<file path="src/rtl/out_sched_if.sv">
// Bus bundle for out_sched: start request, best-array read port, output FIFO write port, status.
interface out_sched_if #(
  parameter int unsigned DATA_WIDTH = 11,
  parameter int unsigned ADDR_WIDTH = 9
);
  logic                      send_best_arr;
  logic                      best_arr_csb;
  logic [ADDR_WIDTH-1:0]     best_arr_addr;
  logic [DATA_WIDTH-1:0]     best_arr_rdata_idx;
  logic [2*DATA_WIDTH-1:0]   best_arr_rdata_dist;
  logic                      out_fifo_wenq;
  logic [DATA_WIDTH-1:0]     out_fifo_wdata;
  logic                      out_fifo_wfull_n;
  logic                      busy;
  logic                      done;

  modport master (
    input  send_best_arr, best_arr_rdata_idx, best_arr_rdata_dist, out_fifo_wfull_n,
    output best_arr_csb, best_arr_addr, out_fifo_wenq, out_fifo_wdata, busy, done
  );

  modport slave (
    output send_best_arr, best_arr_rdata_idx, best_arr_rdata_dist, out_fifo_wfull_n,
    input  best_arr_csb, best_arr_addr, out_fifo_wenq, out_fifo_wdata, busy, done
  );
endinterface

</file>
<file path="src/rtl/out_sched.sv">
// Streams the best-match array to the output FIFO in column-blocked order:
// all index words first, then each distance as a low/high word pair.
module out_sched #(
  parameter int unsigned DATA_WIDTH = 11,
  parameter int unsigned ROW_SIZE   = 26,
  parameter int unsigned COL_SIZE   = 19,
  parameter int unsigned BLOCKING   = 4,
  parameter int unsigned ADDR_WIDTH = 9
) (
  input  logic        io_clk,
  input  logic        io_rst_n,
  out_sched_if.master bus
);
  localparam int unsigned HALF = ROW_SIZE / 2;
  localparam int unsigned NX   = (HALF + BLOCKING - 1) / BLOCKING;
  localparam int unsigned XW   = (NX > 1) ? $clog2(NX) : 1;
  localparam int unsigned YW   = (COL_SIZE > 1) ? $clog2(COL_SIZE) : 1;
  localparam int unsigned IW   = (BLOCKING > 1) ? $clog2(BLOCKING) : 1;
  localparam int unsigned DW2  = 2 * DATA_WIDTH;

  localparam logic [2:0] IDLE    = 3'd0;
  localparam logic [2:0] ISSUE   = 3'd1;
  localparam logic [2:0] CAPTURE = 3'd2;
  localparam logic [2:0] PUSH0   = 3'd3;
  localparam logic [2:0] PUSH1   = 3'd4;
  localparam logic [2:0] ADV     = 3'd5;
  localparam logic [2:0] FIN     = 3'd6;

  logic [2:0]            state_q, state_d;
  logic                  px_q, px_d;
  logic [XW-1:0]         x_q, x_d;
  logic [YW-1:0]         y_q, y_d;
  logic [IW-1:0]         xi_q, xi_d;
  logic                  phase_q, phase_d;
  logic [DW2-1:0]        dist_q, dist_d;
  logic [DATA_WIDTH-1:0] wdata_q, wdata_d;
  logic [ADDR_WIDTH-1:0] addr_q, addr_d;
  logic                  csb_q, csb_d, busy_q, busy_d, done_q, done_d;

  logic                  n_px;
  logic [XW-1:0]         n_x;
  logic [YW-1:0]         n_y;
  logic [IW-1:0]         n_xi;
  logic                  last_tuple, n_skip;
  logic [31:0]           addr_full;

  // Next tuple in xi -> y -> x -> px carry order
  always_comb begin
    n_px = px_q;
    n_x  = x_q;
    n_y  = y_q;
    n_xi = xi_q + IW'(1);
    last_tuple = 1'b0;
    if (xi_q == IW'(BLOCKING - 1)) begin
      n_xi = '0;
      n_y  = y_q + YW'(1);
      if (y_q == YW'(COL_SIZE - 1)) begin
        n_y = '0;
        n_x = x_q + XW'(1);
        if (x_q == XW'(NX - 1)) begin
          n_x  = '0;
          n_px = ~px_q;
          last_tuple = px_q;
        end
      end
    end
    n_skip = (32'(n_x) * BLOCKING + 32'(n_xi)) >= HALF;
  end

  always_comb begin
    state_d = state_q;
    px_d    = px_q;
    x_d     = x_q;
    y_d     = y_q;
    xi_d    = xi_q;
    phase_d = phase_q;
    dist_d  = dist_q;
    wdata_d = wdata_q;
    case (state_q)
      IDLE: begin
        if (bus.send_best_arr) begin
          px_d = 1'b0; x_d = '0; y_d = '0; xi_d = '0;
          phase_d = 1'b0;
          state_d = ISSUE;
        end
      end
      ISSUE: state_d = CAPTURE;
      CAPTURE: begin
        dist_d  = bus.best_arr_rdata_dist;
        wdata_d = phase_q ? bus.best_arr_rdata_dist[DATA_WIDTH-1:0] : bus.best_arr_rdata_idx;
        state_d = PUSH0;
      end
      PUSH0: begin
        if (bus.out_fifo_wfull_n) begin
          state_d = phase_q ? PUSH1 : ADV;
          if (phase_q) wdata_d = dist_q[DW2-1:DATA_WIDTH];
        end
      end
      PUSH1: if (bus.out_fifo_wfull_n) state_d = ADV;
      ADV: begin
        if (last_tuple) begin
          if (!phase_q) begin
            phase_d = 1'b1;
            px_d = 1'b0; x_d = '0; y_d = '0; xi_d = '0;
            state_d = ISSUE;
          end else begin
            state_d = FIN;
          end
        end else begin
          px_d = n_px; x_d = n_x; y_d = n_y; xi_d = n_xi;
          // Skipped tuples cost one ADV cycle each and never reach ISSUE
          state_d = n_skip ? ADV : ISSUE;
        end
      end
      FIN:     state_d = IDLE;
      default: state_d = IDLE;
    endcase

    addr_full = 32'(px_d) * HALF + 32'(y_d) * ROW_SIZE + 32'(x_d) * BLOCKING + 32'(xi_d);
    addr_d = (state_d == ISSUE) ? ADDR_WIDTH'(addr_full) : addr_q;
    csb_d  = (state_d != ISSUE);
    busy_d = (state_d != IDLE);
    done_d = (state_d == FIN);
  end

  always_ff @(posedge io_clk) begin
    if (!io_rst_n) begin
      state_q <= IDLE;
      px_q    <= 1'b0;
      x_q     <= '0;
      y_q     <= '0;
      xi_q    <= '0;
      phase_q <= 1'b0;
      dist_q  <= '0;
      wdata_q <= '0;
      addr_q  <= '0;
      csb_q   <= 1'b1;
      busy_q  <= 1'b0;
      done_q  <= 1'b0;
    end else begin
      state_q <= state_d;
      px_q    <= px_d;
      x_q     <= x_d;
      y_q     <= y_d;
      xi_q    <= xi_d;
      phase_q <= phase_d;
      dist_q  <= dist_d;
      wdata_q <= wdata_d;
      addr_q  <= addr_d;
      csb_q   <= csb_d;
      busy_q  <= busy_d;
      done_q  <= done_d;
    end
  end

  // Enqueue follows wfull_n combinationally so it never fires into a full FIFO
  assign bus.out_fifo_wenq  = io_rst_n && bus.out_fifo_wfull_n &&
                              ((state_q == PUSH0) || (state_q == PUSH1));
  assign bus.out_fifo_wdata = wdata_q;
  assign bus.best_arr_csb   = csb_q;
  assign bus.best_arr_addr  = addr_q;
  assign bus.busy           = busy_q;
  assign bus.done           = done_q;
endmodule
</file>
<file path="src/flat_wrapper.sv">
// flat-port wrapper written by rule: the top's interface ports become plain ports
module out_sched_flat 
#(
  parameter int unsigned DATA_WIDTH = 11,
  parameter int unsigned ROW_SIZE   = 26,
  parameter int unsigned COL_SIZE   = 19,
  parameter int unsigned BLOCKING   = 4,
  parameter int unsigned ADDR_WIDTH = 9
)
  (io_clk, io_rst_n, bus_send_best_arr, bus_best_arr_rdata_idx, bus_best_arr_rdata_dist, bus_out_fifo_wfull_n, bus_best_arr_csb, bus_best_arr_addr, bus_out_fifo_wenq, bus_out_fifo_wdata, bus_busy, bus_done);
  out_sched_if #(.DATA_WIDTH(DATA_WIDTH), .ADDR_WIDTH(ADDR_WIDTH)) bus_i ();
  input  logic io_clk;
  input  logic io_rst_n;
  input wire logic [$bits(bus_i.send_best_arr)-1:0] bus_send_best_arr;
  input wire logic [$bits(bus_i.best_arr_rdata_idx)-1:0] bus_best_arr_rdata_idx;
  input wire logic [$bits(bus_i.best_arr_rdata_dist)-1:0] bus_best_arr_rdata_dist;
  input wire logic [$bits(bus_i.out_fifo_wfull_n)-1:0] bus_out_fifo_wfull_n;
  output wire logic [$bits(bus_i.best_arr_csb)-1:0] bus_best_arr_csb;
  output wire logic [$bits(bus_i.best_arr_addr)-1:0] bus_best_arr_addr;
  output wire logic [$bits(bus_i.out_fifo_wenq)-1:0] bus_out_fifo_wenq;
  output wire logic [$bits(bus_i.out_fifo_wdata)-1:0] bus_out_fifo_wdata;
  output wire logic [$bits(bus_i.busy)-1:0] bus_busy;
  output wire logic [$bits(bus_i.done)-1:0] bus_done;
  assign bus_i.send_best_arr = bus_send_best_arr;
  assign bus_i.best_arr_rdata_idx = bus_best_arr_rdata_idx;
  assign bus_i.best_arr_rdata_dist = bus_best_arr_rdata_dist;
  assign bus_i.out_fifo_wfull_n = bus_out_fifo_wfull_n;
  assign bus_best_arr_csb = bus_i.best_arr_csb;
  assign bus_best_arr_addr = bus_i.best_arr_addr;
  assign bus_out_fifo_wenq = bus_i.out_fifo_wenq;
  assign bus_out_fifo_wdata = bus_i.out_fifo_wdata;
  assign bus_busy = bus_i.busy;
  assign bus_done = bus_i.done;
  out_sched #(.DATA_WIDTH(DATA_WIDTH), .ROW_SIZE(ROW_SIZE), .COL_SIZE(COL_SIZE), .BLOCKING(BLOCKING), .ADDR_WIDTH(ADDR_WIDTH)) u_core (.io_clk(io_clk), .io_rst_n(io_rst_n), .bus(bus_i));
endmodule
</file>
<file path="config.mk">
export PLATFORM = sky130hd
export DESIGN_NAME = out_sched_flat
export DESIGN_NICKNAME = d
export VERILOG_FILES = /design/src/rtl/out_sched_if.sv /design/src/rtl/out_sched.sv /design/src/flat_wrapper.sv
export SDC_FILE = /design/constraint.sdc
export NUM_CORES = 1
export LEC_CHECK = 0
export ABC_CLOCK_PERIOD_IN_PS = 5630
export CAP_MARGIN = 20
export CORE_ASPECT_RATIO = 0.7
export CORE_MARGIN = 2
export CORE_UTILIZATION = 45
export DETAILED_ROUTE_END_ITERATION = 7
export PLACE_DENSITY_LB_ADDON = 0.2
export SYNTH_ARGS = -nofsm -noshare
export SYNTH_HDL_FRONTEND = slang
export SYNTH_SLANG_ARGS = --single-unit
</file>
<file path="constraint.sdc">
create_clock -name io_clk -period 5.63 [get_ports io_clk]
set_input_delay 1.126 -clock io_clk [delete_from_list [all_inputs] [get_ports io_clk]]
set_output_delay 1.126 -clock io_clk [all_outputs]
set_load 0.02 [all_outputs]
</file>
* After elaboration in Yosys (flattened, before gate mapping)
Cells that the tools add are included.
Word-level totals: logic and storage cells 90, input port bits 37, bits in registers 59, output and inout port bits 24
Operators by class: bitwise operators 1, equal/unequal tests 15, reductions and logical operators 9, multiply operators 2, $add $sub $neg 7, magnitude comparators 1, mux-type cells 43
Operators with widths (count):
- 2-to-1 mux 11 bit | 3
- >= comparator 32 x 4 -> 1 bit (second input constant) | 1
- 2-to-1 mux 5 bit | 5
- one-hot mux 11 bit (2 select lines) | 1
- 2-to-1 mux 2 bit | 10
- 2-to-1 mux 3 bit | 6
- one-hot mux 3 bit (6 select lines) | 1
- 2-to-1 mux 1 bit | 12
- one-hot mux 5 bit (2 select lines) | 1
- adder 5 x 9 -> 9 bit | 1
- adder 9 x 2 -> 9 bit | 1
- adder 9 x 4 -> 9 bit | 1
- == test 3 bit (second input constant) | 3
- multiplier 5 x 4 -> 8 bit (second input constant) | 1
- one-hot mux 2 bit (2 select lines) | 2
- == test 3 x 1 -> 1 bit (second input constant) | 2
- == test 3 x 2 -> 1 bit (second input constant) | 2
- AND reduction 3 bit | 2
- adder 4 x 2 -> 5 bit | 1
- adder 5 x 1 -> 5 bit (second input constant) | 1
- == test 5 bit (second input constant) | 1
- multiplier 1 x 4 -> 5 bit (second input constant) | 1
- adder 2 x 1 -> 2 bit (second input constant) | 2
- == test 2 bit (second input constant) | 2
- other kinds (10) | 15

* Depth between registers and ports, before layout
word-level depth 10, mapped depth 18, mapped depth without buffers 17

* Worst setup path after synthesis
No wires, ideal clock.
path kind input -> register, from in bus_send_best_arr, to reg u_core.addr_q[8], in the netlist u_core.bus.best_arr_addr[8], buffers on the path 0, setup time 0.131 ns, stages 15, arrival time 4.287 ns, required time 5.499 ns, path slack 1.212 ns, path through or3b_1 a21o_1 a21oi_1 o22a_1 inv_1 ha_1 inv_1 fa_1 inv_1 fa_1 inv_1 o22ai_1 nor4b_1 xnor2_1 o21ai_1
Between the ends: word-level cells in the longest chain between the ends 6, elaborated cells on any way between the ends 16, those cells by class 3 x add/sub; 2 x mul; 1 x eq/ne; 10 x mux
Ends and longest elaborated chain:
- from (decl) | line flat_wrapper.sv:14 | input wire logic [$bits(bus_i.send_best_arr)-1:0] bus_send_best_arr;
- 2-to-1 mux 5 bit | line out_sched.sv:81 | if (bus.send_best_arr) begin
- one-hot mux 5 bit (2 select lines) | line out_sched.sv:79 | case (state_q)
- named net u_core.y_d[1] | line out_sched.sv:32 | logic [YW-1:0] y_q, y_d;
- multiplier 5 x 4 -> 8 bit | line out_sched.sv:119 | addr_full = 32'(px_d) * HALF + 32'(y_d) * ROW_SIZE + 32'(x_d) * BLOCKING + 32'(xi_d);
- adder 5 x 9 -> 9 bit | line out_sched.sv:119
- adder 9 x 4 -> 9 bit | line out_sched.sv:119
- adder 9 x 2 -> 9 bit | line out_sched.sv:119
- to (signal assigned) | line out_sched.sv:149 | addr_q <= addr_d;
- to (decl) | line out_sched.sv:37 | logic [ADDR_WIDTH-1:0] addr_q, addr_d;
The timed path passes the listed nets, and every way through them passes these cells. A chain may end at the register's enable or synchronous reset.

* Final worst setup path
Same ends and word-level chain as after synthesis.

==> results.md <==
* Peak Freq at 201 MHz
* Port Buf Inserts at 60
* CTS tree: yes
* Max IR drop VDD at 0.0000899 V
* Pre-antenna DRT Iters at 4
* Setup Fix Bufs, Post-CTS at 0
* First-pass GRT wire length at 11400 um
* Antenna violations before repair at 0
* Slowest stage cell, crit path: fa_1
* Max Clock Skew at 0.00889 ns
* Area grow syn2layout at 24.0%
* Post-synth top cells: 71 x nand2_1, 48 x dfxtp_1, 36 x a21oi_1
* Worst reg2reg path startpoint: u_core.phase_q
* Ys Warns at 0
* Worst skew pair latency at 0.30 ns
* Hold Crit Start: u_core.bus.out_fifo_wdata[10]
* Worst hold path type: register to register
* Slew Viols, Final at 0
* 1st-iter DRT viols at 143
* Worst endpoint required time at around 5.8 ns
* Gr usage total at 0.197
* # IOs at 61
* Largest cells by area after synthesis: dfxtp_1 32%, ha_1 10%, nand2_1 8.9%
* Routed WL per cell at approximately 14 um
* Final min period at slightly below 5 ns
* Synth top area share at 0.322
* Maximum Capacitance Violations at 0
* Die width at 101 um
* Netlist cell types at 56
* Remaining antenna violation count after routing at 0
* Gr ovfl total at 0
* H-tree levels at 2
* Clock Sink Count at 48
* Vias in the first global route at 2432
* Leak at 1.54 nW
* Cell with the most instances after synthesis: nand2_1
* Status: finished clean
* CTS resizes at 0
* DIE HEIGHT at 72.1 um
* Post-synth ARST share at 0
* Post-synth EDFFs at 0
* Critical Path Stages at 16
* Final TNS setup at 0 ns
* Worst hold path stage count at 2
* Drt total wl at 6750 um
* Pin count of the biggest net entering global routing at 33
* Power Dens Cells at 194 nW/um^2
* Longest Clk Path Bufs at 2
* N_diodes at 0
* RSZ-0062 raised after global routing: false
* CP most frequent cell: inv_1
* Cts hold-fix bufs at 0
* Reg2Reg Depth at 14
* Worst-path fanout max at 7
* Area leader, netlist: dfxtp_1
* Most used DFF post-synth: dfxtp_1
* Bufs and invs on worst path at 5
* Post-layout net count at 477
* CP delay by family, top: adder cells
* DRC viols at 0
* Routability congestion estimate at 0.898
* Core ar. at around 6300 um^2
* Critical-path cell list: clkdlybuf4s50_1 > or3b_1 > a21o_1 > a21oi_1 > o22a_1 > inv_1 > ha_1 > inv_1 > fa_1 > inv_1 > fa_1 > inv_1 > o22ai_1 > nor4b_1 > xnor2_1 > o21ai_1
* Design Area, Final at 3700 um^2
* Rows at 24
* Seq/Total Area, Yosys at 0.322
* Mean area per synthesized cell at 8.27 um^2
* Crit end category: register
* Fraction of layout cells with a size suffix above 1 at 0.0341
* Initial Utilization at 0.473
* Cells after synthesis at 361
* Post-synth net total at around 430
* Vias per Instance at about 5.4
* Final period util at 0.882
* CTS Buf Count at 5
* Slew headroom at 0.408
* Worst-path clk slew at around 0.09 ns
* Clk Tree Root Cell: clkbuf_8
* Post-DP Area at 3610 um^2
* Setup violators final at 0
* CP Class: input pin to register
* Actual slew at the worst max-slew pin at between 0.8 and 0.9 ns
* Worst Hold Path EP: u_core.bus.out_fifo_wdata[10]
* Hold Fails Final Rpt at 0
* Startpoint types: input pin
* HPWL Detailed at 5220 um
* Die Footprint at approximately 7300 um^2
* Via count at 2628
* Flops & latches, synth at 48
* CP max stage delay at 0.60 ns
* Worst r2r dst: u_core.bus.best_arr_addr[8]
* R2r setup slk at 1.32 ns
* Syn Std Cell Area at about 3000 um^2
* Worst EP arrival at between 5 and 6 ns
==> routing by layer <==
metal | part of all wire | global-route usage | up-vias
met4 | 0.0081 | 0.0375 | 0
met2 | 0.42 | 0.296 | 57
met1 | 0.53 | 0.293 | 1201
li1 | - | - | 1364
met3 | 0.040 | 0.0405 | 6
met5 | 0 | 0 | -
==> placed cells by master, fill, tap and decap left out, types with 2 or more instances in the layout <==
cell and instances:
a311oi_1 3, o21a_1 2, a21oi_1 36, mux2i_1 20
ha_1 25, and3b_1 2, and2_1 7, nor3_1 3
nand4_1 2, o21ai_0 7, a21o_1 7, nor2_1 11
inv_1 23, dfxtp_1 48, o21ai_1 4, nand3_1 8
nand3b_1 2, clkdlybuf4s50_1 60, nand2_1 71, a22oi_1 2
xnor2_1 5, or3_1 2, xor2_1 4, o211ai_1 11
buf_4 2, nand2b_1 2, nor4_1 2, clkbuf_8 6
fa_1 5
==> stage by stage <==
stage	instances	power (mW)	util	hold slack (ns)	setup slack, ns
after floorplan	361	0.455	-	0.436	1.21
after global routing	489	0.757	0.587	0.474	0.426
final	489	0.716	0.587	0.454	0.663
after detailed placement	481	0.509	0.572	0.446	0.359
after CTS	489	0.724	0.587	0.459	0.673
after global placement	481	0.508	0.572	0.442	0.485
==> cells by family (layout without fill, tap and decap cells) <==
group | count (synthesis) | in the layout | synth area share
and+or+nand+nor | 124 | 124 | 0.200
AOI/OAI and AO/OA | 87 | 87 | 0.187
DFF | 48 | 48 | 0.322
buffers and inverters | 43 | 93 | 0.0591
adders and majority gates | 30 | 30 | 0.138
muxes | 20 | 20 | 0.0671
xor gates and xnor gates | 9 | 9 | 0.0264
==> power by group <==
group	internal (mW)	switching, mW	total (mW)
sequential	0.354	0.0150	0.369
combinational	0.0671	0.0647	0.132
clock	0.100	0.116	0.216
total	0.521	0.195	0.716
==> worst reg2reg max path, delay by kind of cell (launching register included) <==
family / cells / cell delay [ns]
adder cells (fa/ha/maj): 3 / 1.29
flip-flops: 1 / 0.88
AO/OA/AOI/OAI: 4 / 0.65
multiplexers: 1 / 0.36
AND/OR/NAND/NOR: 2 / 0.64
buffers and inverters: 3 / 0.20
XOR/XNOR: 1 / 0.18
==> final cells by class <==
| type | instances | area [um^2] |
|---|---|---|
| sequential | 48 | 961 |
| multi-input combinational | 270 | 1850 |
| tap | 78 | 97.6 |
| fill | 583 | 2600 |
| clock inverter | 1 | 7.51 |
| inverter | 23 | 86.3 |
| timing repair buffer | 62 | 616 |
| clock buffer | 7 | 86.3 |
==> registers in the layout, summed over array words and instances, names as in the netlist <==
name                       cells
u_core.px_q                    1
u_core.y_q                     5
u_core.bus.done                1
u_core.bus.best_arr_csb        1
u_core.bus.out_fifo_wdata     11
u_core.bus.busy                1
u_core.x_q                     2
u_core.phase_q                 1
u_core.dist_q                 11
u_core.state_q                 3
u_core.xi_q                    2
u_core.bus.best_arr_addr       9
==> worst max-delay path by stage <==
| stage | start | endpoint | slack, ns |
|---|---|---|---|
| after floorplan | bus_send_best_arr | u_core.bus.best_arr_addr[8] | 1.21 |
| after global placement | bus_send_best_arr | u_core.bus.best_arr_addr[8] | 0.49 |
| after detailed placement | bus_send_best_arr | u_core.bus.best_arr_addr[8] | 0.36 |
| after CTS | bus_send_best_arr | u_core.bus.best_arr_addr[8] | 0.67 |
| after global routing | bus_send_best_arr | u_core.bus.best_arr_addr[8] | 0.43 |
| final | bus_send_best_arr | u_core.bus.best_arr_addr[8] | 0.66 |
(Power assumes the default switching activity.)
